[config.mk]
export PLATFORM = sky130hd
export DESIGN_NAME = dmem_access_ctrl_flat
export DESIGN_NICKNAME = d
export VERILOG_FILES = /design/src/rtl/dmem_access_ctrl_if.sv /design/src/rtl/dmem_access_ctrl.sv /design/src/flat_wrapper.sv
export SDC_FILE = /design/constraint.sdc
export NUM_CORES = 1
export LEC_CHECK = 0
export CAP_MARGIN = 20
export CELL_PAD_IN_SITES_DETAIL_PLACEMENT = 0
export CELL_PAD_IN_SITES_GLOBAL_PLACEMENT = 1
export CORE_MARGIN = 2
export CORE_UTILIZATION = 31
export DETAILED_ROUTE_END_ITERATION = 8
export GPL_ROUTABILITY_DRIVEN = 1
export PLACE_DENSITY_LB_ADDON = 0.12
export SLEW_MARGIN = 20
export SYNTH_ARGS = -nofsm -noshare
export SYNTH_HDL_FRONTEND = slang
export SYNTH_SLANG_ARGS = --single-unit
[constraint.sdc]
create_clock -name clk -period 1.8 [get_ports clk]
set_input_delay 0.36 -clock clk [delete_from_list [all_inputs] [get_ports clk]]
set_output_delay 0.36 -clock clk [all_outputs]
set_load 0.03 [all_outputs]
[src/rtl/dmem_access_ctrl_if.sv]
// Bus bundle for dmem_access_ctrl.
//   c_*  : core MEM-stage request port (req/we/addr/wdata/size in; rdata/done/err out)
//   stall: pipeline stall, c_req & ~c_done
//   d_*  : debug/loader request port, same shape as c_*
//   m_*  : byte-wide data memory port (en/we/addr/wdata out; rdata in, one cycle after a read)
// Modports: slave = the controller, master = requesters plus memory.
interface dmem_access_ctrl_if #(
  parameter int ADDR_W = 10
);
  logic              c_req;
  logic              c_we;
  logic [31:0]       c_addr;
  logic [31:0]       c_wdata;
  logic [1:0]        c_size;
  logic [31:0]       c_rdata;
  logic              c_done;
  logic              c_err;
  logic              stall;

  logic              d_req;
  logic              d_we;
  logic [31:0]       d_addr;
  logic [31:0]       d_wdata;
  logic [1:0]        d_size;
  logic [31:0]       d_rdata;
  logic              d_done;
  logic              d_err;

  logic              m_en;
  logic              m_we;
  logic [ADDR_W-1:0] m_addr;
  logic [7:0]        m_wdata;
  logic [7:0]        m_rdata;

  modport slave (
    input  c_req, c_we, c_addr, c_wdata, c_size,
    output c_rdata, c_done, c_err, stall,
    input  d_req, d_we, d_addr, d_wdata, d_size,
    output d_rdata, d_done, d_err,
    output m_en, m_we, m_addr, m_wdata,
    input  m_rdata
  );

  modport master (
    output c_req, c_we, c_addr, c_wdata, c_size,
    input  c_rdata, c_done, c_err, stall,
    output d_req, d_we, d_addr, d_wdata, d_size,
    input  d_rdata, d_done, d_err,
    input  m_en, m_we, m_addr, m_wdata,
    output m_rdata
  );
endinterface

[src/rtl/dmem_access_ctrl.sv]
// dmem_access_ctrl: shares a byte-wide data memory between the core MEM stage (c_*) and a
// debug/loader port (d_*). Each byte/half/word access is split into single-byte memory cycles,
// little-endian (byte at addr <-> data[7:0]); addresses wrap modulo 2^ADDR_W.
// Ports:
//   clk, rst : rising-edge clock, synchronous active-high reset
//   bus      : dmem_access_ctrl_if.slave (core port, debug port, stall, memory port)
// Optional feature: define DMEM_MISALIGN_CHECK_EN to reject misaligned half/word accesses
// (done + err one cycle after grant, no memory cycle). Without it err is always 0 and
// unaligned accesses proceed bytewise.
module dmem_access_ctrl #(
  parameter int ADDR_W = 10
) (
  input logic               clk,
  input logic               rst,
  dmem_access_ctrl_if.slave bus
);

  typedef enum logic [1:0] {IDLE, XFER, RDRAIN, DONE} state_t;

  state_t            state;

  // accepted request (p0)
  logic              port_p0;  // 0 = core, 1 = debug
  logic              we_p0;
  logic              mis_p0;
  logic [ADDR_W-1:0] addr_p0;
  logic [31:0]       wdata_p0;
  logic [2:0]        n_p0;
  logic [2:0]        k_p0;

  // memory issue registers
  logic              m_en_q;
  logic              m_we_q;
  logic [ADDR_W-1:0] m_addr_q;
  logic [7:0]        m_wdata_q;
  logic [1:0]        m_idx_q;

  // read return (p1): byte issued last cycle is on m_rdata this cycle
  logic              vld_p1;
  logic [1:0]        idx_p1;
  logic [31:0]       rbuf_p1;

  logic              c_done_q, d_done_q, c_err_q, d_err_q;
  logic [31:0]       c_rdata_q, d_rdata_q;

  // request mux: core wins whenever it is requesting
  logic              req_we;
  logic [31:0]       req_addr;
  logic [31:0]       req_wdata;
  logic [1:0]        req_size;
  logic              unused_addr_hi;

  always_comb begin
    req_we    = bus.d_we;
    req_addr  = bus.d_addr;
    req_wdata = bus.d_wdata;
    req_size  = bus.d_size;
    if (bus.c_req) begin
      req_we    = bus.c_we;
      req_addr  = bus.c_addr;
      req_wdata = bus.c_wdata;
      req_size  = bus.c_size;
    end
  end

  assign unused_addr_hi = ^req_addr[31:ADDR_W];

  function automatic logic [2:0] size_to_n(input logic [1:0] size);
    case (size)
      2'b00:   return 3'd1;
      2'b01:   return 3'd2;
      default: return 3'd4;
    endcase
  endfunction

`ifdef DMEM_MISALIGN_CHECK_EN
  function automatic logic misaligned(input logic [1:0] size, input logic [1:0] a);
    case (size)
      2'b00:   return 1'b0;
      2'b01:   return a[0];
      default: return (a != 2'b00);
    endcase
  endfunction
`endif

  function automatic logic [31:0] merge_byte(input logic [31:0] word, input logic [1:0] idx,
                                             input logic [7:0] b);
    logic [31:0] r;
    r = word;
    r[{idx, 3'b000} +: 8] = b;
    return r;
  endfunction

  always_ff @(posedge clk) begin
    if (rst) begin
      state     <= IDLE;
      port_p0   <= 1'b0;
      we_p0     <= 1'b0;
      mis_p0    <= 1'b0;
      addr_p0   <= '0;
      wdata_p0  <= '0;
      n_p0      <= '0;
      k_p0      <= '0;
      m_en_q    <= 1'b0;
      m_we_q    <= 1'b0;
      m_addr_q  <= '0;
      m_wdata_q <= '0;
      m_idx_q   <= '0;
      vld_p1    <= 1'b0;
      idx_p1    <= '0;
      rbuf_p1   <= '0;
      c_done_q  <= 1'b0;
      d_done_q  <= 1'b0;
      c_err_q   <= 1'b0;
      d_err_q   <= 1'b0;
      c_rdata_q <= '0;
      d_rdata_q <= '0;
    end else begin
      // p0 -> p1: remember which byte was read so it lands in the right lane next cycle
      vld_p1 <= m_en_q & ~m_we_q;
      idx_p1 <= m_idx_q;
      if (vld_p1) rbuf_p1[{idx_p1, 3'b000} +: 8] <= bus.m_rdata;

      case (state)
        IDLE: begin
          if (bus.c_req || bus.d_req) begin
            port_p0  <= ~bus.c_req;
            we_p0    <= req_we;
            addr_p0  <= req_addr[ADDR_W-1:0];
            wdata_p0 <= req_wdata;
            n_p0     <= size_to_n(req_size);
            k_p0     <= '0;
            rbuf_p1  <= '0;
`ifdef DMEM_MISALIGN_CHECK_EN
            mis_p0   <= misaligned(req_size, req_addr[1:0]);
`else
            mis_p0   <= 1'b0;
`endif
            state    <= XFER;
          end
        end

        XFER: begin
          if (mis_p0) begin
            if (port_p0) begin
              d_done_q <= 1'b1;
              d_err_q  <= 1'b1;
            end else begin
              c_done_q <= 1'b1;
              c_err_q  <= 1'b1;
            end
            state <= DONE;
          end else if (k_p0 != n_p0) begin
            m_en_q   <= 1'b1;
            m_we_q   <= we_p0;
            m_addr_q <= addr_p0 + ADDR_W'(k_p0);
            m_idx_q  <= k_p0[1:0];
            if (we_p0) m_wdata_q <= wdata_p0[{k_p0[1:0], 3'b000} +: 8];
            k_p0     <= k_p0 + 3'd1;
          end else begin
            // one extra XFER cycle lets the last byte's memory cycle complete
            m_en_q <= 1'b0;
            m_we_q <= 1'b0;
            if (we_p0) begin
              if (port_p0) d_done_q <= 1'b1;
              else         c_done_q <= 1'b1;
              state <= DONE;
            end else begin
              state <= RDRAIN;
            end
          end
        end

        RDRAIN: begin
          // last read byte is on m_rdata now; publish the whole word with done
          if (port_p0) begin
            d_done_q  <= 1'b1;
            d_rdata_q <= merge_byte(rbuf_p1, idx_p1, bus.m_rdata);
          end else begin
            c_done_q  <= 1'b1;
            c_rdata_q <= merge_byte(rbuf_p1, idx_p1, bus.m_rdata);
          end
          state <= DONE;
        end

        DONE: begin
          c_done_q <= 1'b0;
          d_done_q <= 1'b0;
          c_err_q  <= 1'b0;
          d_err_q  <= 1'b0;
          state    <= IDLE;
        end

        default: state <= IDLE;
      endcase
    end
  end

  assign bus.m_en    = m_en_q;
  assign bus.m_we    = m_we_q;
  assign bus.m_addr  = m_addr_q;
  assign bus.m_wdata = m_wdata_q;
  assign bus.c_done  = c_done_q;
  assign bus.d_done  = d_done_q;
  assign bus.c_err   = c_err_q;
  assign bus.d_err   = d_err_q;
  assign bus.c_rdata = c_rdata_q;
  assign bus.d_rdata = d_rdata_q;
  assign bus.stall   = bus.c_req & ~c_done_q;

endmodule
[src/flat_wrapper.sv]
// flat-port wrapper written by rule: the top's interface ports become plain ports
module dmem_access_ctrl_flat 
#(
  parameter int ADDR_W = 10
)
  (clk, rst, bus_c_req, bus_c_we, bus_c_addr, bus_c_wdata, bus_c_size, bus_c_rdata, bus_c_done, bus_c_err, bus_stall, bus_d_req, bus_d_we, bus_d_addr, bus_d_wdata, bus_d_size, bus_d_rdata, bus_d_done, bus_d_err, bus_m_en, bus_m_we, bus_m_addr, bus_m_wdata, bus_m_rdata);
  dmem_access_ctrl_if #(.ADDR_W(ADDR_W)) bus_i ();
  input logic clk;
  input logic rst;
  input wire logic [$bits(bus_i.c_req)-1:0] bus_c_req;
  input wire logic [$bits(bus_i.c_we)-1:0] bus_c_we;
  input wire logic [$bits(bus_i.c_addr)-1:0] bus_c_addr;
  input wire logic [$bits(bus_i.c_wdata)-1:0] bus_c_wdata;
  input wire logic [$bits(bus_i.c_size)-1:0] bus_c_size;
  output wire logic [$bits(bus_i.c_rdata)-1:0] bus_c_rdata;
  output wire logic [$bits(bus_i.c_done)-1:0] bus_c_done;
  output wire logic [$bits(bus_i.c_err)-1:0] bus_c_err;
  output wire logic [$bits(bus_i.stall)-1:0] bus_stall;
  input wire logic [$bits(bus_i.d_req)-1:0] bus_d_req;
  input wire logic [$bits(bus_i.d_we)-1:0] bus_d_we;
  input wire logic [$bits(bus_i.d_addr)-1:0] bus_d_addr;
  input wire logic [$bits(bus_i.d_wdata)-1:0] bus_d_wdata;
  input wire logic [$bits(bus_i.d_size)-1:0] bus_d_size;
  output wire logic [$bits(bus_i.d_rdata)-1:0] bus_d_rdata;
  output wire logic [$bits(bus_i.d_done)-1:0] bus_d_done;
  output wire logic [$bits(bus_i.d_err)-1:0] bus_d_err;
  output wire logic [$bits(bus_i.m_en)-1:0] bus_m_en;
  output wire logic [$bits(bus_i.m_we)-1:0] bus_m_we;
  output wire logic [$bits(bus_i.m_addr)-1:0] bus_m_addr;
  output wire logic [$bits(bus_i.m_wdata)-1:0] bus_m_wdata;
  input wire logic [$bits(bus_i.m_rdata)-1:0] bus_m_rdata;
  assign bus_i.c_req = bus_c_req;
  assign bus_i.c_we = bus_c_we;
  assign bus_i.c_addr = bus_c_addr;
  assign bus_i.c_wdata = bus_c_wdata;
  assign bus_i.c_size = bus_c_size;
  assign bus_c_rdata = bus_i.c_rdata;
  assign bus_c_done = bus_i.c_done;
  assign bus_c_err = bus_i.c_err;
  assign bus_stall = bus_i.stall;
  assign bus_i.d_req = bus_d_req;
  assign bus_i.d_we = bus_d_we;
  assign bus_i.d_addr = bus_d_addr;
  assign bus_i.d_wdata = bus_d_wdata;
  assign bus_i.d_size = bus_d_size;
  assign bus_d_rdata = bus_i.d_rdata;
  assign bus_d_done = bus_i.d_done;
  assign bus_d_err = bus_i.d_err;
  assign bus_m_en = bus_i.m_en;
  assign bus_m_we = bus_i.m_we;
  assign bus_m_addr = bus_i.m_addr;
  assign bus_m_wdata = bus_i.m_wdata;
  assign bus_i.m_rdata = bus_m_rdata;
  dmem_access_ctrl #(.ADDR_W(ADDR_W)) u_core (.clk(clk), .rst(rst), .bus(bus_i));
endmodule
Word level (Yosys, flattened, before mapping)
Cells that the tools add are included.
Word-level totals
  bits in registers: 177
  bits of input ports: 146
  output and inout port bits: 89
  logic and storage cells: 88
Cells by class
  add/subtract/negate cells: 3
  equality and inequality tests: 11
  shift-type cells: 3
  multiplexer cells: 27
  bitwise gates (word level): 7
  reduce and logical (&&, ||, !) cells: 16
Operators with widths (count)
  two-way mux 32 bit: 4
  bitwise mux 32 bit: 1
  variable shift 8 x 7 -> 32 bit, first input constant: 1
  variable part select 32 x 6 -> 8 bit: 1
  variable part select 8 x 7 -> 32 bit: 1
  AND reduction 3 bit: 5
  case mux 3 bit (2 select lines): 2
  two-way mux 1 bit: 11
  adder 10 x 3 -> 10 bit: 1
  two-way mux 10 bit: 1
  AND reduction 2 bit: 5
  != test 2 x 1 -> 1 bit, second input constant: 4
  case mux 2 bit (4 select lines): 1
  negation 5 -> 7 bit: 1
  two-way mux 2 bit: 3
  two-way mux 3 bit: 2
  case mux 1 bit (3 select lines): 2
  NOT 1 bit: 5
  == test 2 x 1 -> 1 bit, second input constant: 2
  == test 2 bit, second input constant: 2
  zero test 2 bit: 2
  != test 2 bit, second input constant: 2
  nonzero test 2 bit: 2
  adder 3 x 1 -> 3 bit, second input constant: 1
  other kinds (4): 5

Depth between registers and ports, before layout
Gate-level depths: netlist of the first run.
  word-level depth: 6
  mapped depth: 7
  gate-level depth less buffers: 6

Worst setup path after synthesis of the first run
OpenSTA, ideal clock, no wires.
  kind: in2out
  start: in bus_c_req
  end: out bus_stall
  arrival time: 1.401 ns
  required time: 1.440 ns
  slack: 0.039 ns
  stages on the path: 4
  buffers on the path: 3
  cells stage by stage: buf_4 -> buf_4 -> buf_2 -> nor2b_1
On the way
  cells in the longest elaborated chain, start to end: 1
RTL lines
  start: declaration: line flat_wrapper.sv:10  | input wire logic [$bits(bus_i.c_req)-1:0] bus_c_req;
  AND 1 bit: line dmem_access_ctrl.sv:209  | assign bus.stall = bus.c_req & ~c_done_q;
  end: declaration: line flat_wrapper.sv:18  | output wire logic [$bits(bus_i.stall)-1:0] bus_stall;
Every way passes these cells.

Worst setup path after layout of the first run
  start: reg u_core.idx_p1[0]
  end: reg u_core.rbuf_p1[29]
On the way
  cells in the longest elaborated chain, start to end: 6
  elaborated cells on any way between the ends: 7
  classes of those cells: add/sub (1); shift (2); mux (4)
RTL lines
  start: declaration: line dmem_access_ctrl.sv:40  | logic [1:0] idx_p1;
  start signal: assignment: line dmem_access_ctrl.sv:121  | idx_p1 <= m_idx_q;
  negation 5 -> 7 bit *: line dmem_access_ctrl.sv:122  | if (vld_p1) rbuf_p1[{idx_p1, 3'b000} +: 8] <= bus.m_rdata;
  variable part select 8 x 7 -> 32 bit or variable shift 8 x 7 -> 32 bit (tied branches): line dmem_access_ctrl.sv:122
  bitwise mux 32 bit *: line dmem_access_ctrl.sv:122
  two-way mux 32 bit *: line dmem_access_ctrl.sv:122
  two-way mux 32 bit: line dmem_access_ctrl.sv:126  | if (bus.c_req || bus.d_req) begin
  two-way mux 32 bit *: line dmem_access_ctrl.sv:124  | case (state)
  end signal: indexed assignment: line dmem_access_ctrl.sv:122
  end: declaration: line dmem_access_ctrl.sv:41  | logic [31:0] rbuf_p1;
Every way passes the cells marked *; elsewhere a longest branch is shown, timed or not.
A chain may end at the register's enable or synchronous reset.

==> impl_metrics.toml, run 1 <==
[outcome]
outcome = "finished clean"

[worst_setup_path]
reg2regPathDepth = 6
cp.required_ps = 2100
worstPathArrival_ps = 2060
rr_startpoint = "u_core.idx_p1[0]"
cp-start-kind = "flop"
path_class = "flop to flop"
critPathCaptureType = "flop"
crit_fanout = 4
crit_start = "u_core.idx_p1[0]"

[grt]
grt_usage_pct = 15.9
grt_pass1_wl_um = 32300
grt_max_degree = 83
grt-ovfl-total = 0
antenna_found_initial = 0
grt_pass1_vias = 5944

[drt]
drcViolationCount = 0
routedWlPerCell_um = 15.2
vias_per_cell = 4.72
drt.antenna.violating_nets = 0
dr.pass1.iters = 6
dr_total_vias = 6216
wl_um = 20100
dr.first_iter.drc_count = 303

[timing]
final-hold-violation-count = 0
rsz0062_at_grt = "true"
whs_ps = 308
timing.final.crit_share_pct = 97.3
max_freq_mhz = 571
slew_viol_final = 0
min_period_ps = 1750
setup_viol = 0
fin_worst_skew_ps = 9.78

[synthesis]
ys.flop_type = "dfxtp_1"
avgSynthCellArea_um2 = 9.40
yosys.area.top_type = "dfxtp_1"
ys_seq_area_share_pct = 47.0
synth-edff-count = 0
synthDistinctLibCells = 54
syn-cell-area_mm2 = 0.00746
ys_ff_latch = 175
synth_most_common_cell = "dfxtp_1"
synth_top_area_share_pct = 47.0
synth_area_leaders = "dfxtp_1 47%, a211oi_1 15%, nor2_1 7.8%, mux2i_1 6.6%, nor2b_1 3.3%"
yosys_warnings = 0
syn_inst = 794
synthTopCellsByCount = "175 x dfxtp_1, 156 x nor2_1, 147 x a211oi_1, 49 x mux2i_1, 48 x a21oi_1"
async_flop_share_pct = 0

[place]
numPortBuffers = 188
dp.cells = 1285
dpl_cell_area_mm2 = 0.00995
gp_congestion = 0.736
hpwlAfterDp_um = 14400

[clocking]
cts_buffer_depth = 2
clk_pin_slew_ps = 70
cts_htree_levels = 4
cts_tree = "done"
cts_buffers = 17
cts_hold_buffers = 0
postCtsSetupBuffers = 0
cts.sinks = 175
clkLatencyLatePin_ps = 430
root_buffer = "clkbuf_16"

[cells_and_area]
antenna_cells = 0
final_cell_area_mm2 = 0.0105
nets = 1146
final_cells = 1317
syn2layout_area_growth_pct = 41.2
drive_gt1_share_pct = 13.2

[pwr]
irDropWorstVdd_uv = 613
p_leak_nw = 4.20
power_density_mw_per_mm2 = 1360

[die]
dieHeight_um = 159
die-area_mm2 = 0.0253
initial_core_util_pct = 31.7
core_area_mm2 = 0.0235
row_count = 56
die_width_um = 159
io_pins = 235

[min_path]
hold_path.startpoint = "rst"
hold_path_class = "input port to flop"
hold_depth = 2

[flow_run]
drv_cap = 0
[path summary, 6_finish.rpt]
check                           to  slack, ps
max             u_core.rbuf_p1[29]         50
min              u_core.m_idx_q[1]        310
max reg2reg     u_core.rbuf_p1[29]         50
min reg2reg  u_core.bus.m_wdata[7]        450
[state kept, by name, summed over array words and instances (netlist names)]
name and flops:
u_core.bus.m_en 1, u_core.bus.m_wdata 8, u_core.state 2, u_core.vld_p1 1, u_core.we_p0 1, u_core.bus.d_done 1
u_core.k_p0 3, u_core.bus.c_rdata 32, u_core.addr_p0 10, u_core.wdata_p0 32, u_core.bus.d_rdata 32, u_core.bus.m_we 1
u_core.idx_p1 2, u_core.rbuf_p1 32, u_core.m_idx_q 2, u_core.n_p0 3, u_core.port_p0 1, u_core.bus.c_done 1
u_core.bus.m_addr 10
[cell families (layout without fill, tap and decap cells)]
kind of cell | Yosys count | after routing | synth area share [%]
buffers and inverters | 74 | 277 | 4.36
XOR/XNOR | 9 | 9 | 1.26
multiplexers | 59 | 59 | 9.29
adder cells (fa/ha/maj) | 15 | 15 | 2.62
flip-flops | 175 | 175 | 47.0
other | 1 | 2 | 0.0503
AO/OA/AOI/OAI | 218 | 218 | 20.6
AND/OR/NAND/NOR | 243 | 243 | 14.9
[worst max-delay path, cell delays in order (launching register included)]
cell and delay (ps):
dfxtp_1 350, inv_1 90, ha_1 330, and4b_2 270
buf_4 160, a21oi_1 310, a211oi_1 120
[layer usage]
metal / GRT usage, % / routed length, um / up-vias
li1: - / - / 3261
met1: 19.8 / 9020 / 2816
met2: 27.5 / 9970 / 130
met3: 4.14 / 956 / 9
met4: 4.21 / 122 / 0
met5: 0 / 0 / -
[metrics by stage]
stage | TNS (ps) | power, mW | worst slack (ps) | util, %
2_1_floorplan | 0 | 8.71 | 39.0 | -
3_3_place_gp | 0 | 10.8 | 31.7 | 42.3
3_5_place_dp | -135 | 10.8 | -20.4 | 42.3
4_1_cts | 0 | 14.4 | 25.0 | 44.4
5_1_grt | -909 | 15.2 | -61.9 | 44.7
6_report | 0 | 14.3 | 47.8 | 44.7
[layout make-up]
cell class	count	area (um2)
Clock inverter	14	169
Timing Repair Buffer	239	2270
Tap cell	319	399
Sequential cell	175	3510
Clock buffer	18	429
Multi-Input combinational cell	546	3730
Fill cell	2452	13000
Inverter	6	22.5
[cell usage in the layout, fill, tap and decap left out, drive strengths merged, types with 3 or more instances in the layout]
master / n
a211oi: 147
a21oi: 49
and4: 3
buf: 54
clkbuf: 18
clkdlybuf4s50: 99
clkinvlp: 3
dfxtp: 175
dlygate4sd2: 86
ha: 14
inv: 14
mux2i: 49
mux4: 8
nand2: 13
nand2b: 4
nand3: 12
nor2: 156
nor2b: 39
nor3b: 3
o21ai: 5
xnor2: 3
xor2: 6
[report_power, final]
group | switching, mW | internal (mW)
combinational | 3.04 | 2.25
sequential | 0.514 | 4.70
clock | 1.70 | 2.10
[what timing repair did]
action,in CTS,in global routing
endpoints found under the setup margin,86,71
gates cloned,0,0
pin swaps,0,19
resized for setup,86,23
No activity file was read; power rests on OpenSTA's default activity.
==> inputs of run 2 (changes only) <==
--- a/config.mk
+++ b/config.mk
@@ -13,6 +13,7 @@
 export DETAILED_ROUTE_END_ITERATION = 8
 export GPL_ROUTABILITY_DRIVEN = 1
 export PLACE_DENSITY_LB_ADDON = 0.12
+export SETUP_SLACK_MARGIN = 0.15
 export SLEW_MARGIN = 20
 export SYNTH_ARGS = -nofsm -noshare
 export SYNTH_HDL_FRONTEND = slang
==> run 2 against run 1 <==
- hold slack lost 47 ps
- critical path type unchanged
- global-route usage down 0.19 points
- largest power group unchanged
- first-iteration DRC count shrank 5.9%
- clock skew about the same
- flip-flop and latch count stayed put
==> impl_metrics.toml, run 2 (synthesized netlist as in run 1, its figures left out) <==
[clocking]
cts_htree_levels = 4
cts_hold_buffers = 0
root_buffer = "clkbuf_16"
cts_buffers = 17
cts_buffer_depth = 2
cts_tree = "done"
clkLatencyLatePin_ps = 420
cts.sinks = 175
clk_pin_slew_ps = 70

[place]
hpwlAfterDp_um = 13900
dp.cells = 1279
numPortBuffers = 188
gp_congestion = 0.729
dpl_cell_area_mm2 = 0.00991
dp_slack_ps = -41.4

[min_path]
hold_path_class = "input port to flop"

[cells_and_area]
syn2layout_area_growth_pct = 45.6
finish.utilization_pct = 46.2
antenna_cells = 0
fill_cells = 2380
nets = 1144
drive_gt1_share_pct = 18.3
final_cells = 1314
final_cell_mix = "168 x dfxtp_1, 155 x nor2_1, 123 x a211oi_1"
mostFrequentLayoutCell = "dfxtp_1"
final_cell_area_mm2 = 0.0109

[die]
row_count = 56
dieHeight_um = 159
core_area_mm2 = 0.0235
initial_core_util_pct = 31.7
io_pins = 235
die_width_um = 159
die-area_mm2 = 0.0253

[worst_setup_path]
crit_start = "u_core.idx_p1[1]"
path_class = "flop to flop"
worstPathArrival_ps = 1920
crit_fanout = 9
cp-endpoint = "u_core.rbuf_p1[5]"
reg2reg_to = "u_core.rbuf_p1[5]"
rr_startpoint = "u_core.idx_p1[1]"
reg2regPathDepth = 7
cp-start-kind = "flop"
critPathCaptureType = "flop"
reg2reg_slack_ps = 180
cp.required_ps = 2100

[drt]
drcViolationCount = 0
dr.pass1.iters = 5
vias_per_cell = 4.71
dr_total_vias = 6190
wl_um = 20200
dr.first_iter.drc_count = 285
routedWlPerCell_um = 15.4
drt.antenna.violating_nets = 0

[grt]
antenna_found_initial = 0
grt_usage_pct = 15.7
grt_max_degree = 65
grt_pass1_wl_um = 32000
grt-ovfl-total = 0
grt_pass1_vias = 5932

[flow_run]
drv_cap = 0

[timing]
fin_worst_skew_ps = 9.77
rsz0062_at_grt = "true"
worst_slack_ps = 177
final-hold-violation-count = 0
timing.final.crit_share_pct = 90.2
slew_viol_final = 0
setup_viol = 0
max_freq_mhz = 616
min_period_ps = 1620

[outcome]
outcome = "finished clean"

[pwr]
power_density_mw_per_mm2 = 1360
p_leak_nw = 4.27
total_power_mw = 14.8
irDropWorstVdd_uv = 535
==> run 2: cell types whose count changed in the layout (fill, tap and decap cells not counted), sizes merged <==
cell and change:
bufinv +1, inv -2, clkinv +2, clkinvlp -1, buf -3
==> run 2: repair_timing <==
action | 4_1_cts | 5_1_grt
hold endpoints to repair | 0 | 0
endpoints found under the setup margin | 197 | 128
pin swaps | 8 | 36
gates resized for setup | 115 | 59
buffers inserted | 0 | 3
gates cloned | 0 | 1
==> run 2: critical path, cell delays in order (launching register included) <==
cell      delay (ps)
dfxtp_2          360
inv_2             70
ha_4             160
buf_4            160
nor4bb_2         170
buf_4            170
a21oi_1          300
a211oi_1         120
==> run 2: final cells by class <==
| cell class | instances | area [um2] | area share [%] |
|---|---|---|---|
| clock buffers | 17 | 425 | 3.91 |
| clock inverters | 14 | 179 | 1.65 |
| inverters | 6 | 22.5 | 0.207 |
| multi-input cells | 546 | 4040 | 37.2 |
| flip-flops and latches | 175 | 3520 | 32.4 |
| well taps | 319 | 399 | 3.67 |
| repair buffers | 237 | 2290 | 21.0 |
==> run 2: power by group <==
part	switching, mW	total, mW	leakage, nW	internal [mW]
clock network	1.64	3.85	0.293	2.21
registers	0.512	5.22	1.43	4.71
logic	3.27	5.71	2.54	2.44
total	5.42	14.8	4.27	9.35
==> run 2: worst min path at each step <==
stage	startpoint	end	slack (ps)	depth (start not counted)
6_report	bus_c_req	u_core.port_p0	260	2
5_1_grt	bus_c_req	u_core.port_p0	280	2
4_1_cts	bus_c_req	u_core.port_p0	220	2
3_5_place_dp	u_core.bus.m_wdata[6]	u_core.bus.m_wdata[6]	450	2
3_3_place_gp	u_core.bus.m_wdata[3]	u_core.bus.m_wdata[3]	440	2
2_1_floorplan	u_core.m_idx_q[0]	u_core.idx_p1[0]	440	1
==> run 2: per-layer routing <==
layer	track usage, %	wire [um]	vias up
met5	0	0	-
met4	3.72	166	0
met3	4.22	1010	11
met2	27.1	9840	120
met1	19.7	9190	2827
li1	-	-	3232
==> run 2: metrics by stage <==
stage	setup TNS, ps	hold WS (ps)
6_report	0	261
3_3_place_gp	0	442
4_1_cts	0	219
3_5_place_dp	-150	449
5_1_grt	0	278
2_1_floorplan	0	437
